===== src/rtl/digit_scan_decoder.sv =====
// Multiplexed seven-segment digit scanner: a free-running prescaler and digit
// index drive a one-hot digit select, the matching 4-bit code is decoded to
// segments, and per-digit blinking plus a global blank gate the outputs.
module digit_scan_decoder #(
  parameter int unsigned N_DIG      = 6,
  parameter int unsigned SCAN_DIV   = 1000,
  parameter int unsigned BLINK_DIV  = 250,
  parameter int unsigned ACTIVE_LOW = 1
) (
  input  logic                       CLK,
  input  logic                       RST_N,
  input  logic                       EN_N,
  input  logic [4*N_DIG-1:0]         DATA,
  input  logic [N_DIG-1:0]           BLINK,
  output logic [N_DIG-1:0]           DIG,
  output logic [6:0]                 SEG,
  output logic [$clog2(N_DIG)-1:0]   IDX
);

  localparam int unsigned IW = $clog2(N_DIG);
  localparam int unsigned PW = (SCAN_DIV  > 1) ? $clog2(SCAN_DIV)  : 1;
  localparam int unsigned RW = (BLINK_DIV > 1) ? $clog2(BLINK_DIV) : 1;

  localparam logic [PW-1:0] PRE_LAST = PW'(SCAN_DIV - 1);
  localparam logic [RW-1:0] RND_LAST = RW'(BLINK_DIV - 1);
  localparam logic [IW-1:0] IDX_LAST = IW'(N_DIG - 1);

  logic [PW-1:0]    pre_q, pre_d;
  logic [IW-1:0]    idx_q, idx_d;
  logic [RW-1:0]    rnd_q, rnd_d;
  logic             phase_q, phase_d;
  logic             tick;

  logic [N_DIG-1:0] dig_q, dig_d;
  logic [6:0]       seg_q, seg_d;
  logic [IW-1:0]    idx_out_q;

  logic [3:0]       code;
  logic             active;

  function automatic logic [6:0] hex7(input logic [3:0] v);
    logic [6:0] s;
    unique case (v)
      4'h0: s = 7'h3F;
      4'h1: s = 7'h06;
      4'h2: s = 7'h5B;
      4'h3: s = 7'h4F;
      4'h4: s = 7'h66;
      4'h5: s = 7'h6D;
      4'h6: s = 7'h7D;
      4'h7: s = 7'h07;
      4'h8: s = 7'h7F;
      4'h9: s = 7'h6F;
      4'hA: s = 7'h77;
      4'hB: s = 7'h7C;
      4'hC: s = 7'h39;
      4'hD: s = 7'h5E;
      4'hE: s = 7'h79;
      default: s = 7'h71;
    endcase
    return s;
  endfunction

  assign tick = (pre_q == PRE_LAST);

  // Next state for prescaler, digit index, scan-round counter and blink phase.
  // Counters keep running while blanked; only the outputs are gated.
  always_comb begin
    pre_d   = pre_q;
    idx_d   = idx_q;
    rnd_d   = rnd_q;
    phase_d = phase_q;
    if (tick) begin
      pre_d = '0;
      if (idx_q == IDX_LAST) begin
        idx_d = '0;
        if (rnd_q == RND_LAST) begin
          rnd_d   = '0;
          phase_d = ~phase_q;
        end else begin
          rnd_d = rnd_q + RW'(1);
        end
      end else begin
        idx_d = idx_q + IW'(1);
      end
    end else begin
      pre_d = pre_q + PW'(1);
    end
  end

  // Scan state registers.
  always_ff @(posedge CLK or negedge RST_N) begin
    if (!RST_N) begin
      pre_q   <= '0;
      idx_q   <= '0;
      rnd_q   <= '0;
      phase_q <= 1'b0;
    end else begin
      pre_q   <= pre_d;
      idx_q   <= idx_d;
      rnd_q   <= rnd_d;
      phase_q <= phase_d;
    end
  end

  // Logical digit/segment values for the digit currently indexed.
  always_comb begin
    code   = DATA[{idx_q, 2'b00} +: 4];
    active = !EN_N && !(BLINK[idx_q] && phase_q);
    dig_d  = '0;
    seg_d  = '0;
    if (active) begin
      dig_d = N_DIG'(1) << idx_q;
      seg_d = hex7(code);
    end
  end

  // Output register: DIG, SEG and IDX change on the same edge, so no
  // intermediate mismatched digit/segment combination reaches the pins.
  always_ff @(posedge CLK or negedge RST_N) begin
    if (!RST_N) begin
      dig_q     <= '0;
      seg_q     <= '0;
      idx_out_q <= '0;
    end else begin
      dig_q     <= dig_d;
      seg_q     <= seg_d;
      idx_out_q <= idx_q;
    end
  end

  assign DIG = (ACTIVE_LOW != 0) ? ~dig_q : dig_q;
  assign SEG = (ACTIVE_LOW != 0) ? ~seg_q : seg_q;
  assign IDX = idx_out_q;

endmodule


===== config.mk =====
export PLATFORM = sky130hd
export DESIGN_NAME = digit_scan_decoder
export DESIGN_NICKNAME = d
export VERILOG_FILES = /design/src/rtl/digit_scan_decoder.sv
export SDC_FILE = /design/constraint.sdc
export NUM_CORES = 1
export LEC_CHECK = 0
export ABC_CLOCK_PERIOD_IN_PS = 4850
export CAP_MARGIN = 30
export CORE_ASPECT_RATIO = 1.4
export CORE_MARGIN = 3
export CORE_UTILIZATION = 50
export CTS_CLUSTER_DIAMETER = 100
export DETAILED_ROUTE_END_ITERATION = 8
export PLACE_DENSITY = 0.8
export SLEW_MARGIN = 40
export SYNTH_ARGS = -nofsm -noshare
export SYNTH_HDL_FRONTEND = slang
export SYNTH_SLANG_ARGS = --single-unit

===== constraint.sdc =====
create_clock -name CLK -period 4.85 [get_ports CLK]
set_input_delay 0.485 -clock CLK [delete_from_list [all_inputs] [get_ports CLK]]
set_output_delay 0.485 -clock CLK [all_outputs]
set_load 0.05 [all_outputs]

==> impl_metrics.env <==
export IMPL_die_h_um=83.4
export IMPL_clockBufferDepth=2
export IMPL_ir_drop_mv=0.158
export IMPL_fmax_mhz=358
export IMPL_ys_types=50
export IMPL_synth_area_um2=2140
export IMPL_rows=27
export IMPL_async_reset_ff_frac=1.00
export IMPL_power_leakage_nw=1.18
export IMPL_syn_nets=255
export IMPL_setup_worst_path_end_class="register"
export IMPL_drive_above_1_share=0.107
export IMPL_wl_per_cell_um=14.8
export IMPL_setup_viol=0
export IMPL_clk_latency_ns=0.29
export IMPL_criticalPathCategory="reg2reg"
export IMPL_htreeDepth=2
export IMPL_design_area_um2=2730
export IMPL_cp_data_arrival_time_ns=2.99
export IMPL_skew_ns=0.00327
export IMPL_drt_iter0_markers=63
export IMPL_avgSynthCellArea_um2=10.1
export IMPL_start_util=0.532
export IMPL_dpl_cell_area_um2=2640
export IMPL_cts_buffers=5
export IMPL_period_share=0.575
export IMPL_design_core_area_um2=4020
export IMPL_antenna_found_initial=0
export IMPL_ant_nets=0
export IMPL_die_x_um=61.3
export IMPL_clk_pin_slew_ns=0.07
export IMPL_period_needed_ns=2.79
export IMPL_crit_path_start_kind="register"
export IMPL_wl_mm=4.51
export IMPL_yosysSeqAreaShare=0.445
export IMPL_cellPowerDensity_nw_per_um2=235
export IMPL_ctsResizeCount=0
export IMPL_yosys_warnings=0
export IMPL_dp_hpwl_mm=3.34
export IMPL_hold_worst_slack_ns=0.147
export IMPL_route_detailed_drc=0
export IMPL_synthFlopType="dfrtp_1"
export IMPL_layout_setup_ws_ns=2.06
export IMPL_hold_violations=0
export IMPL_ys_ff_latch=38
export IMPL_critPathRequiredTime_ns=5.04
export IMPL_slew_violations=0
export IMPL_grt_max_degree=39
export IMPL_final_cell_mix="clkdlybuf4s50_1, dfrtp_1, inv_1, nor2_1, o21ai_0"
export IMPL_dp_slack_ns=2.04
export IMPL_hp_class="in2async"
export IMPL_path_max_fanout=26
export IMPL_fin_nets=304
export IMPL_cts_tree="done"
export IMPL_die_area_um2=5110
export IMPL_area_growth_pct=27.7
export IMPL_antennaDiodeCount=0
export IMPL_tns_ns=0
export IMPL_synth_edf_count=0
export IMPL_grt_pass1_wl_mm=7.70
export IMPL_cts_root_buf="clkbuf_8"
export IMPL_gp_congestion=0.878
export IMPL_grt_overflow=0
export IMPL_portBuffers=48
export IMPL_relSlewSlack=0.480
export IMPL_grt_usage=0.197
export IMPL_post_cts_buffers=0
export IMPL_worstMarginPinSlew_ns=0.774
export IMPL_status="completed"
export IMPL_firstDrtPassIters=6
export IMPL_vias=1684
export IMPL_synth_cells=212
export IMPL_rsz0062_at_grt="false"
export IMPL_final_common_cell="clkdlybuf4s50_1"
export IMPL_cts_num_sinks=38
export IMPL_via_per_inst=5.52
export IMPL_drv_cap=0
export IMPL_ioPinCount=49
export IMPL_grt_pass1_vias=1777
export IMPL_hold_buffers=0
-- per-stage QoR --
step / cells / power, W / utilization
2_1_floorplan: 212 / 0.000377 / -
3_3_place_gp: 297 / 0.000425 / 0.655
3_5_place_dp: 297 / 0.000426 / 0.656
4_1_cts: 305 / 0.000647 / 0.678
5_1_grt: 305 / 0.000673 / 0.679
6_report: 305 / 0.000641 / 0.679
-- synthesized netlist by cell type (2+ instances only) --
| master | count | share of area |
|---|---|---|
| a221oi_1 | 3 | 0.012 |
| a222oi_1 | 2 | 0.0094 |
| a31oi_1 | 3 | 0.0088 |
| and3_1 | 3 | 0.0088 |
| buf_2 | 2 | 0.0047 |
| buf_6 | 2 | 0.011 |
| clkbuf_1 | 3 | 0.0053 |
| dfrtp_1 | 38 | 0.44 |
| ha_1 | 10 | 0.059 |
| inv_1 | 22 | 0.039 |
| mux2_1 | 2 | 0.011 |
| mux2_2 | 5 | 0.026 |
| mux2_4 | 2 | 0.014 |
| mux2i_1 | 9 | 0.042 |
| nand2_1 | 9 | 0.016 |
| nand2b_1 | 2 | 0.0059 |
| nand3_1 | 8 | 0.019 |
| nand4_1 | 3 | 0.0088 |
| nand4b_1 | 2 | 0.0082 |
| nor2_1 | 22 | 0.039 |
| nor2b_1 | 3 | 0.0088 |
| nor3_1 | 8 | 0.019 |
| o21ai_0 | 12 | 0.028 |
| o22ai_1 | 2 | 0.0059 |
| o31ai_1 | 3 | 0.011 |
| o41ai_1 | 2 | 0.0082 |
| xnor2_1 | 3 | 0.012 |
| xor2_1 | 5 | 0.020 |
-- logic make-up (layout without fill, tap and decap cells) --
logic type	count (synthesis)	in the layout	synth area share
and+or+nand+nor	68	68	0.160
AOI/OAI and AO/OA	38	38	0.134
xor gates and xnor gates	8	8	0.0328
DFF	38	38	0.445
buffers and inverters	31	81	0.0644
muxes	19	19	0.105
adders and majority gates	10	10	0.0585
-- metal layers --
| metal | global-route usage | vias to the layer above | wire length, um |
|---|---|---|---|
| li1 | - | 842 | - |
| met1 | 0.237 | 775 | 1920 |
| met2 | 0.309 | 57 | 2200 |
| met3 | 0.0529 | 10 | 251 |
| met4 | 0.103 | 0 | 129 |
| met5 | 0 | - | 0 |
-- report_power, final --
group	internal (W)	switching (W)
clock network	0.000115	0.000107
registers	0.000322	0.00000146
logic	0.0000469	0.0000493
total	0.000483	0.000157
-- cell type report --
cell class,instances,area [um2]
Inverter,23,86.3
Sequential cell,38,952
Fill cell,299,1290
Timing Repair Buffer,50,493
Multi-Input combinational cell,143,1050
Tap cell,43,53.8
Clock inverter,1,5.00
Clock buffer,7,86.3
-- worst paths after layout --
check                      startpoint       end  slack (ns)  cells after the start
setup reg to reg             idx_q[0]  seg_q[0]        2.06                      7
hold / removal                  RST_N  rnd_q[4]        0.15                      1
hold reg to reg              pre_q[8]  pre_q[8]        0.49                      1
min in group CLK             pre_q[8]  pre_q[8]        0.49                      1
max in group asynchronous       RST_N  idx_q[0]        4.34                      1
setup / recovery             idx_q[0]  seg_q[0]        2.06                      7
-- flip-flops by register name, indices dropped and copies added, names as in the netlist --
register	flops
dig_q	6
pre_q	10
rnd_q	8
IDX	3
seg_q	7
phase_q	1
idx_q	3
-- critical path, stage by stage, from the launching register on --
cell and delay (ns):
dfrtp_2 0.71, mux2_2 0.39, a21oi_1 0.43, inv_1 0.16, ha_1 0.24, or4_1 0.52, o31a_1 0.13, o32ai_2 0.11
Note: power is estimated with default switching activity, not from simulation.
